`src/rtl/load_store_unit_if.sv`:
```
// Request/response and 32-bit memory bus bundle for the load/store unit.
// Handshakes: a request transfers on a rising edge where req_valid && req_ready; a bus beat completes on a rising edge where bus_req && bus_ack.
interface load_store_unit_if #(
    parameter int ADDR_W = 32
);
    logic              req_valid;
    logic              req_ready;
    logic              mem_rw;
    logic [2:0]        size_type;
    logic [ADDR_W-1:0] addr;
    logic [63:0]       wdata;
    logic              resp_valid;
    logic [63:0]       rdata;
    logic              misaligned;
    logic              bus_req;
    logic              bus_we;
    logic [ADDR_W-1:0] bus_addr;
    logic [3:0]        bus_be;
    logic [31:0]       bus_wdata;
    logic              bus_ack;
    logic [31:0]       bus_rdata;

    // master: the unit itself (serves requests, masters the memory bus)
    modport master (
        input  req_valid, mem_rw, size_type, addr, wdata, bus_ack, bus_rdata,
        output req_ready, resp_valid, rdata, misaligned,
        output bus_req, bus_we, bus_addr, bus_be, bus_wdata
    );

    // slave: the environment (requester plus memory)
    modport slave (
        output req_valid, mem_rw, size_type, addr, wdata, bus_ack, bus_rdata,
        input  req_ready, resp_valid, rdata, misaligned,
        input  bus_req, bus_we, bus_addr, bus_be, bus_wdata
    );
endinterface

```
`src/rtl/load_store_unit.sv`:
```
// Load/store unit: one request per handshake, executed as one or two beats on a 32-bit req/ack bus
// with byte enables, store lane replication and sign/zero-extended 64-bit load results.
module load_store_unit #(
    parameter int ADDR_W = 32
) (
    input  logic              clk,
    input  logic              rst_n,
    load_store_unit_if.master lsu,
    output logic [1:0]        state_dbg
);
    typedef enum logic [1:0] {
        IDLE  = 2'd0,
        BEAT0 = 2'd1,
        BEAT1 = 2'd2,
        RESP  = 2'd3
    } state_t;

    state_t            state;
    logic              lat_rw;
    logic [2:0]        lat_size;
    logic [1:0]        lat_off;
    logic [31:0]       lat_whi;
    logic              bus_req_r;
    logic              bus_we_r;
    logic [ADDR_W-1:0] bus_addr_r;
    logic [3:0]        bus_be_r;
    logic [31:0]       bus_wdata_r;
    logic              resp_valid_r;
    logic              misaligned_r;
    logic [63:0]       rdata_r;

    logic              is_misaligned;
    logic [3:0]        be_next;
    logic [31:0]       wdata_next;
    logic [31:0]       lane_data;
    logic [63:0]       load_ext;

    // Decode of the incoming request, used only on the accept edge
    always_comb begin
        is_misaligned = 1'b0;
        be_next       = 4'b1111;
        wdata_next    = lsu.wdata[31:0];
        case (lsu.size_type[1:0])
            2'b10: begin
                be_next    = 4'b0001 << lsu.addr[1:0];
                wdata_next = {4{lsu.wdata[7:0]}};
            end
            2'b01: begin
                is_misaligned = lsu.addr[0];
                be_next       = 4'b0011 << lsu.addr[1:0];
                wdata_next    = {2{lsu.wdata[15:0]}};
            end
            2'b00:   is_misaligned = |lsu.addr[1:0];
            default: is_misaligned = |lsu.addr[2:0];
        endcase
    end

    // Single-beat load result; doubles bypass this and store raw halves
    always_comb begin
        lane_data = lsu.bus_rdata >> {lat_off, 3'b000};
        case (lat_size[1:0])
            2'b10:   load_ext = {{56{lat_size[2] & lane_data[7]}}, lane_data[7:0]};
            2'b01:   load_ext = {{48{lat_size[2] & lane_data[15]}}, lane_data[15:0]};
            default: load_ext = {{32{lat_size[2] & lane_data[31]}}, lane_data};
        endcase
    end

    always_ff @(posedge clk or negedge rst_n) begin
        if (!rst_n) begin
            state        <= IDLE;
            lat_rw       <= 1'b0;
            lat_size     <= 3'd0;
            lat_off      <= 2'd0;
            lat_whi      <= 32'd0;
            bus_req_r    <= 1'b0;
            bus_we_r     <= 1'b0;
            bus_addr_r   <= '0;
            bus_be_r     <= 4'd0;
            bus_wdata_r  <= 32'd0;
            resp_valid_r <= 1'b0;
            misaligned_r <= 1'b0;
            rdata_r      <= 64'd0;
        end else begin
            case (state)
                IDLE: begin
                    if (lsu.req_valid) begin
                        lat_rw       <= lsu.mem_rw;
                        lat_size     <= lsu.size_type;
                        lat_off      <= lsu.addr[1:0];
                        lat_whi      <= lsu.wdata[63:32];
                        rdata_r      <= 64'd0;
                        misaligned_r <= is_misaligned;
                        if (is_misaligned) begin
                            state        <= RESP;
                            resp_valid_r <= 1'b1;
                        end else begin
                            state       <= BEAT0;
                            bus_req_r   <= 1'b1;
                            bus_we_r    <= lsu.mem_rw;
                            bus_addr_r  <= {lsu.addr[ADDR_W-1:2], 2'b00};
                            bus_be_r    <= be_next;
                            bus_wdata_r <= wdata_next;
                        end
                    end
                end
                BEAT0: begin
                    if (lsu.bus_ack) begin
                        if (lat_size[1:0] == 2'b11) begin
                            state       <= BEAT1;
                            bus_addr_r  <= bus_addr_r + ADDR_W'(4);
                            bus_wdata_r <= lat_whi;
                            if (!lat_rw) rdata_r[31:0] <= lsu.bus_rdata;
                        end else begin
                            state        <= RESP;
                            bus_req_r    <= 1'b0;
                            bus_we_r     <= 1'b0;
                            bus_be_r     <= 4'd0;
                            bus_wdata_r  <= 32'd0;
                            resp_valid_r <= 1'b1;
                            if (!lat_rw) rdata_r <= load_ext;
                        end
                    end
                end
                BEAT1: begin
                    if (lsu.bus_ack) begin
                        state        <= RESP;
                        bus_req_r    <= 1'b0;
                        bus_we_r     <= 1'b0;
                        bus_be_r     <= 4'd0;
                        bus_wdata_r  <= 32'd0;
                        resp_valid_r <= 1'b1;
                        if (!lat_rw) rdata_r[63:32] <= lsu.bus_rdata;
                    end
                end
                default: begin
                    state        <= IDLE;
                    resp_valid_r <= 1'b0;
                    misaligned_r <= 1'b0;
                end
            endcase
        end
    end

    assign lsu.req_ready  = (state == IDLE);
    assign lsu.resp_valid = resp_valid_r;
    assign lsu.rdata      = rdata_r;
    assign lsu.misaligned = misaligned_r;
    assign lsu.bus_req    = bus_req_r;
    assign lsu.bus_we     = bus_we_r;
    assign lsu.bus_addr   = bus_addr_r;
    assign lsu.bus_be     = bus_be_r;
    assign lsu.bus_wdata  = bus_wdata_r;
    assign state_dbg      = state;
endmodule

```
`src/flat_wrapper.sv`:
```
// flat-port wrapper written by rule: the top's interface ports become plain ports
module load_store_unit_flat 
#(
    parameter int ADDR_W = 32
)
  (clk, rst_n, state_dbg, lsu_req_valid, lsu_mem_rw, lsu_size_type, lsu_addr, lsu_wdata, lsu_bus_ack, lsu_bus_rdata, lsu_req_ready, lsu_resp_valid, lsu_rdata, lsu_misaligned, lsu_bus_req, lsu_bus_we, lsu_bus_addr, lsu_bus_be, lsu_bus_wdata);
  load_store_unit_if #(.ADDR_W(ADDR_W)) lsu_i ();
  input  logic clk;
  input  logic rst_n;
  output logic [1:0] state_dbg;
  input wire logic [$bits(lsu_i.req_valid)-1:0] lsu_req_valid;
  input wire logic [$bits(lsu_i.mem_rw)-1:0] lsu_mem_rw;
  input wire logic [$bits(lsu_i.size_type)-1:0] lsu_size_type;
  input wire logic [$bits(lsu_i.addr)-1:0] lsu_addr;
  input wire logic [$bits(lsu_i.wdata)-1:0] lsu_wdata;
  input wire logic [$bits(lsu_i.bus_ack)-1:0] lsu_bus_ack;
  input wire logic [$bits(lsu_i.bus_rdata)-1:0] lsu_bus_rdata;
  output wire logic [$bits(lsu_i.req_ready)-1:0] lsu_req_ready;
  output wire logic [$bits(lsu_i.resp_valid)-1:0] lsu_resp_valid;
  output wire logic [$bits(lsu_i.rdata)-1:0] lsu_rdata;
  output wire logic [$bits(lsu_i.misaligned)-1:0] lsu_misaligned;
  output wire logic [$bits(lsu_i.bus_req)-1:0] lsu_bus_req;
  output wire logic [$bits(lsu_i.bus_we)-1:0] lsu_bus_we;
  output wire logic [$bits(lsu_i.bus_addr)-1:0] lsu_bus_addr;
  output wire logic [$bits(lsu_i.bus_be)-1:0] lsu_bus_be;
  output wire logic [$bits(lsu_i.bus_wdata)-1:0] lsu_bus_wdata;
  assign lsu_i.req_valid = lsu_req_valid;
  assign lsu_i.mem_rw = lsu_mem_rw;
  assign lsu_i.size_type = lsu_size_type;
  assign lsu_i.addr = lsu_addr;
  assign lsu_i.wdata = lsu_wdata;
  assign lsu_i.bus_ack = lsu_bus_ack;
  assign lsu_i.bus_rdata = lsu_bus_rdata;
  assign lsu_req_ready = lsu_i.req_ready;
  assign lsu_resp_valid = lsu_i.resp_valid;
  assign lsu_rdata = lsu_i.rdata;
  assign lsu_misaligned = lsu_i.misaligned;
  assign lsu_bus_req = lsu_i.bus_req;
  assign lsu_bus_we = lsu_i.bus_we;
  assign lsu_bus_addr = lsu_i.bus_addr;
  assign lsu_bus_be = lsu_i.bus_be;
  assign lsu_bus_wdata = lsu_i.bus_wdata;
  load_store_unit #(.ADDR_W(ADDR_W)) u_core (.clk(clk), .rst_n(rst_n), .lsu(lsu_i), .state_dbg(state_dbg));
endmodule
```
`config.mk`:
```
export PLATFORM = sky130hd
export DESIGN_NAME = load_store_unit_flat
export DESIGN_NICKNAME = d
export VERILOG_FILES = /design/src/rtl/load_store_unit_if.sv /design/src/rtl/load_store_unit.sv /design/src/flat_wrapper.sv
export SDC_FILE = /design/constraint.sdc
export NUM_CORES = 1
export LEC_CHECK = 0
export BUFFER_PORTS_ARGS = -buffer_cell sky130_fd_sc_hd__buf_4
export CORE_ASPECT_RATIO = 1.4
export CORE_UTILIZATION = 32
export DETAILED_ROUTE_END_ITERATION = 8
export HOLD_SLACK_MARGIN = 0.08
export PLACE_DENSITY = 0.53
export SYNTH_ARGS = -nofsm -noshare
export SYNTH_HDL_FRONTEND = slang
export SYNTH_SLANG_ARGS = --single-unit
```
`constraint.sdc`:
```
create_clock -name clk -period 6.25 [get_ports clk]
set_input_delay 1.25 -clock clk [delete_from_list [all_inputs] [get_ports clk]]
set_output_delay 1.25 -clock clk [all_outputs]
set_load 0.02 [all_outputs]
```
== After elaboration in Yosys (flattened, before gate mapping) ==
Index checks and enable logic that the tools add are counted.
Word-level totals
  register bits: 176
  input bits: 136
  output and inout bits: 139
  logic and storage cells: 107
Cells by class
  muxes and demuxes: 53
  equal/unequal tests: 16
  add/sub/neg operators: 1
  reduce and logical (&&, ||, !) cells: 16
  shift-type cells: 3
  bitwise gates (word level): 4
Operators by type and width (count)
  $mux 32: 13
  $mux 64: 3
  $pmux 32 s2: 3
  $pmux 32 s3: 2
  $pmux 64 s2: 1
  $add 32x3->32 const B: 1
  $shr 32x5->32: 1
  $mux 4: 5
  $reduce_and 5->1: 3
  $mux 1: 14
  $ne 2x2->1 const B: 7
  $pmux 1 s3: 4
  $pmux 4 s3: 1
  $eq 2x2->1 const B: 4
  $mux 2: 4
  $pmux 4 s2: 1
  $reduce_and 7->1: 1
  $eq 2x1->1 const B: 3
  $pmux 2 s3: 1
  $reduce_and 6->1: 1
  $logic_not 2->1: 2
  $ne 2x1->1 const B: 2
  $reduce_and 2->1: 2
  $reduce_and 4->1: 1
  other kinds (10): 13

== Depth between registers and ports, before layout ==
  depth in word-level cells: 7
  depth in mapped cells: 10
  mapped depth without buffers: 7

== Least setup slack after synthesis ==
No wires, ideal clock.
  kind: input-to-reg
  from: input port lsu_size_type[1]
  to: register u_core.bus_be_r[0] (netlist: u_core.lsu.bus_be[0])
  stages: 8
  library setup time: 95 ps
  data arrival time: 3048 ps
  slack: 3107 ps
  required time: 6155 ps
  path buffers: 2
  cells stage by stage: inv_1 -> ha_1 -> a211o_1 -> and3_1 -> clkbuf_1 -> or4_1 -> clkbuf_1 -> o31ai_1
Between the ends
  cells in the longest elaborated chain, start to end: 5
  elaborated cells on any way between the ends: 10
  classes of those cells: eq/ne: 3; mux: 5; reduce/logical: 2
RTL lines
  start, declared: line flat_wrapper.sv:13  | input wire logic [$bits(lsu_i.size_type)-1:0] lsu_size_type;
  $eq 2x1->1 or $eq 2x2->1 (tied branches): line load_store_unit.sv:43  | case (lsu.size_type[1:0])
  $pmux 4 s2: line load_store_unit.sv:43
  $mux 4: line load_store_unit.sv:93  | if (is_misaligned) begin
  $mux 4: line load_store_unit.sv:86  | if (lsu.req_valid) begin
  $pmux 4 s3: line load_store_unit.sv:84  | case (state)
  end signal, assigned: line load_store_unit.sv:101  | bus_be_r <= be_next;
  end, declared: line load_store_unit.sv:26  | logic [3:0] bus_be_r;
Several ways; a longest one is shown, not always the timed one. The select of a mux whose other input is x is not followed.
A chain may end at the register's enable or synchronous reset.

== Final worst setup path ==
  from: register u_core.state[1] (netlist: u_core.state_dbg[1])
  to: register u_core.rdata_r[27] (netlist: u_core.lsu.rdata[27])
Between the ends
  cells in the longest elaborated chain, start to end: 3
  elaborated cells on any way between the ends: 8
  classes of those cells: eq/ne: 4; mux: 1; reduce/logical: 3
RTL lines
  start, declared: line load_store_unit.sv:18  | state_t state;
  start signal, assigned: line load_store_unit.sv:70  | state <= IDLE;
  start signal, assigned: line load_store_unit.sv:94  | state <= RESP;
  start signal, assigned: line load_store_unit.sv:97  | state <= BEAT0;
  $eq 2x1->1 or $logic_not 2->1 (tied branches): line load_store_unit.sv:84
  $ne 2x2->1 (no source line) or $reduce_bool 2->1 (tied branches)
  $reduce_and 4->1 (no source line)
  end signal, assigned: line load_store_unit.sv:112  | if (!lat_rw) rdata_r[31:0] <= lsu.bus_rdata;
  end signal, assigned: line load_store_unit.sv:120  | if (!lat_rw) rdata_r <= load_ext;
  end, declared: line load_store_unit.sv:30  | logic [63:0] rdata_r;
Several ways; a longest one is shown, not always the timed one.

==> out/results.env <==
CLOCK_BUFFER_COUNT_FROM_CTS=17
CP_DATA_ARRIVAL_TIME_NS=3.82
CTS_TREE='yes'
SETUP_SLACK_REG_TO_REG_NS=2.69
RSZ0062_AT_GRT='false'
AVERAGE_WIRE_PER_STANDARD_CELL_UM=20.2
YOSYS.CELL_TYPES.COUNT=59
HOLD_PATH.STARTPOINT='u_core.lsu.resp_valid$_DFFE_PN0P_'
FIN_WS_NS=2.69
FINAL-SETUP-VIOL-COUNT=0
CELL_DEPTH_OF_THE_WORST_MIN_DELAY_PATH=2
PIN_COUNT_OF_THE_BIGGEST_NET_ENTERING_GLOBAL_ROUTING=95
WORST_SLEW_MARGIN_REL=0.189
CRIT_TYPE='flop to flop'
POST_DETAILED_PLACEMENT_HALF_PERIMETER_WIRELENGTH_UM=22400
ROUTABILITYCONGESTION=0.813
TIMING.CRITICAL_PATH.MAX_DELAY_FAMILY='compound AO/OA/AOI/OAI gates'
SWITCHING_POWER_mW=3.19
SYN_INST=937
CRITICAL_PATH.MAX_FANOUT=25
WORSTHOLDENDPOINT='u_core.lsu.resp_valid$_DFFE_PN0P_'
CLOCK_PATH_BUFFERS=2
VDD_DROP_MAX_mV=0.315
INTPOWER_mW=3.78
TIMING.CRITICAL_PATH.SLOWEST_CELL_DELAY_NS=1.01
RUN_STATUS='complete, no violations'
POST_SYN_AREA_SQ_UM=8850
TIMING.HOLD.WORST.CLASS='flop to flop'
POSTLAYOUTCELLAREA_SQ_UM=11800
POST-LAYOUT-TOTAL-POWER_mW=6.97
FINAL.MIN_CLOCK_PERIOD_NS=3.56
ENDPOINT_KIND='flop'
POWER_DENSITY_nW_PER_UM2=592
SEQ_POWER_SHARE=0.319
CRITICAL_PATH.STARTPOINT='u_core.state_dbg[1]$_DFFE_PN0P_'
CLOCK-SKEW-FINAL_NS=0.0110
DIE_HEIGHT_UM=199
YS_WARNINGS=0
FILL_CELLS=2739
SYNTH_EDF_COUNT=0
SETUP_TNS_NS=0
YS_SEQ_ELEMENTS=174
WORST-R2R-CELL-COUNT=7
DRV_SLEW=0
CP-START-KIND='flop'
FP.DIEW_UM=143
REQUIRED_NS=6.51
REGTOREGENDPOINT='u_core.lsu.rdata[27]$_DFFE_PN0P_'
DIE_AREA_SQ_UM=28300
COREAREA_SQ_UM=27000
ASYNC_FLOP_SHARE=1.00
NUMBER_OF_MAX_CAPACITANCE_VIOLATIONS_REPORTED=0
INITIAL_ANTENNA_VIOLATION_COUNT=0
CTS_ROOT_BUFFER='clkbuf_16'
FINAL-HOLD-VIOLATION-COUNT=0
STDCELL_COUNT=1542
POSTPLACECELLAREA_SQ_UM=11200
CLOCK_LATENCY_NS=0.44
TIGHTEST_SLEW_NS=1.21
SHARE_OF_TOTAL_POWER_IN_COMBINATIONAL_LOGIC=0.524
CTS_RESIZED=0
DR.FIRST_ITER.DRC_COUNT=611
WORST_R2R_STARTPOINT='u_core.state_dbg[1]$_DFFE_PN0P_'
WORST_SETUP_HOLD_PATH_CLK_SLEW_NS=0.07
HTREE_NUM_LEVELS=4
IO-PIN-COUNT=275
DRT_DRC_VIOLATIONS_LEFT=0
CTS.SINK_COUNT=174
ROUTED-VIA-COUNT=8230
AVGVIACOUNTPERCELL=5.34
PRECTSSETUPSLACK_NS=2.45
POST_CTS_SETUP_REPAIR_BUFS=0
GLOBAL_ROUTE.OVERFLOW_TOTAL=0
LEAKAGE_nW=5.23
STD_CELL_ROWS=71
PORT_BUFFERS=272
LAYOUT-AREA-OVERHEAD-VS-SYNTH_PCT=32.9
ANTENNA-DIODE-COUNT=0
START_UTIL=0.328
FINALNETCOUNT=1312
ACHIEVABLE-FREQUENCY_MHz=281
WHS_NS=0.484
HOLD_BUFFERS=0
WORSTPATHCELLLIST='inv_1 > ha_1 > buf_4 > inv_1 > nor2_1 > a21oi_1 > a21oi_1'
PWR-SHARE-CLK=0.157
GRT_PASS1_VIAS=8201
DETAIL-ROUTE-ANTENNA-NETS=0
P_SW_FRAC=0.457
WIRE_LENGTH_OF_THE_FIRST_GLOBAL_ROUTING_PASS_UM=47900
MIN_PERIOD_OVER_PERIOD=0.570
POSTLAYOUTCOREUTIL=0.436
SYNTH_FF_TYPE='dfrtp_1'
YS_SEQ_AREA_FRAC=0.492
FIRST_PASS_ITERATION_COUNT_OF_THE_DETAILED_ROUTER=6
SYN-MEAN-INSTANCE-AREA_SQ_UM=9.45
DPL.CELL_COUNT=1510
WORSTPATHBUFFERINVERTERCOUNT=3
TIMING.CRITICAL_PATH.SLOWEST_STAGE_CELL='a21oi_1'
GRT_USE_TOTAL=0.224
ROUTED_WL_UM=31200
FINAL_LAYOUT_SIZE_SUFFIX_GT1_FRAC=0.310
==> cells in the final DEF, fill, tap and decap left out, types with 3 or more instances in the layout <==
| cell type | instances |
|---|---|
| ha_1 | 12 |
| a31oi_1 | 11 |
| o21ai_0 | 33 |
| nor2b_1 | 16 |
| a21oi_1 | 84 |
| and3_1 | 10 |
| nand2_1 | 131 |
| dfrtp_1 | 174 |
| clkbuf_8 | 3 |
| nor4_1 | 11 |
| a221o_1 | 3 |
| buf_4 | 281 |
| o31ai_1 | 4 |
| mux2i_1 | 14 |
| o211ai_1 | 32 |
| a211oi_1 | 15 |
| a22oi_1 | 24 |
| nand3_1 | 20 |
| a221oi_1 | 16 |
| nor3_1 | 6 |
| a21o_1 | 4 |
| clkbuf_1 | 3 |
| a32oi_1 | 8 |
| or4_1 | 14 |
| mux2_2 | 39 |
| nand2b_1 | 7 |
| inv_1 | 9 |
| o22ai_1 | 14 |
| nand4_1 | 10 |
| clkinv_2 | 3 |
| a211o_1 | 5 |
| a222oi_1 | 8 |
| clkbuf_16 | 17 |
| nor2_1 | 86 |
| and2_1 | 5 |
==> worst max-delay path by stage <==
stage | to | cells after the start
finish | u_core.lsu.rdata[27]$_DFFE_PN0P_ | 7
global route | u_core.lsu.rdata[27]$_DFFE_PN0P_ | 7
global placement | u_core.lsu.bus_be[3]$_DFFE_PN0P_ | 8
floorplan | u_core.lsu.bus_be[0]$_DFFE_PN0P_ | 8
detailed placement | u_core.lsu.bus_be[3]$_DFFE_PN0P_ | 8
CTS | u_core.lsu.rdata[27]$_DFFE_PN0P_ | 7
==> state kept, by name, indices dropped and copies added (netlist names), 2 cells and up <==
register	count
u_core.lsu.bus_wdata	32
u_core.state_dbg	2
u_core.lsu.rdata	64
u_core.lsu.bus_addr	30
u_core.lat_size	3
u_core.lsu.bus_be	4
u_core.lat_whi	32
u_core.lat_off	2
==> cells by family after synthesis <==
kind of cell,after synthesis,synth area share
buffers and inverters,84,0.0365
adder cells (fa/ha/maj),12,0.0170
AND/OR/NAND/NOR,338,0.183
other,1,0.000424
flip-flops,174,0.492
AO/OA/AOI/OAI,275,0.205
multiplexers,53,0.0654
==> metal layers <==
metal / GRT usage / up-vias / part of all wire
met5: 0 / - / 0
met3: 0.0539 / 37 / 0.063
li1: - / 3905 / -
met1: 0.276 / 4000 / 0.41
met4: 0.0816 / 0 / 0.025
met2: 0.379 / 288 / 0.50
==> layout make-up <==
cell class	instances	area, sq um	area share
clock buffer	23	478	0.0406
timing repair buffer	282	2120	0.180
inverter	9	33.8	0.00287
tap	365	457	0.0388
clock inverter	9	109	0.00925
multi-input combinational	680	4210	0.358
sequential	174	4350	0.370
==> worst register-to-register path, cell delays in order (launching register included) <==
cell,delay [ns]
dfrtp_1,0.42
inv_1,0.09
ha_1,0.47
buf_4,0.36
inv_1,0.61
nor2_1,0.24
a21oi_1,1.01
a21oi_1,0.18
==> power groups by stage <==
stage / clock (mW) / combinational, mW / sequential [mW]
floorplan: 0 / 1.87 / 2.61
global placement: 0 / 3.65 / 2.23
detailed placement: 0 / 3.70 / 2.24
CTS: 1.12 / 3.70 / 2.22
global route: 1.16 / 4.02 / 2.30
finish: 1.09 / 3.65 / 2.22
==> synthesized netlist by cell type (all sizes together), types with 16 or more instances <==
master	n	area [sq um]
dfrtp	174	4350
nand2	132	495
nor2	86	323
a21oi	85	425
clkbuf	61	229
mux2	39	439
o21ai	34	170
o211ai	32	240
a22oi	24	180
nand3	22	128
a221oi	16	140
nor2b	16	100
Power figures use the tool's default switching activity.
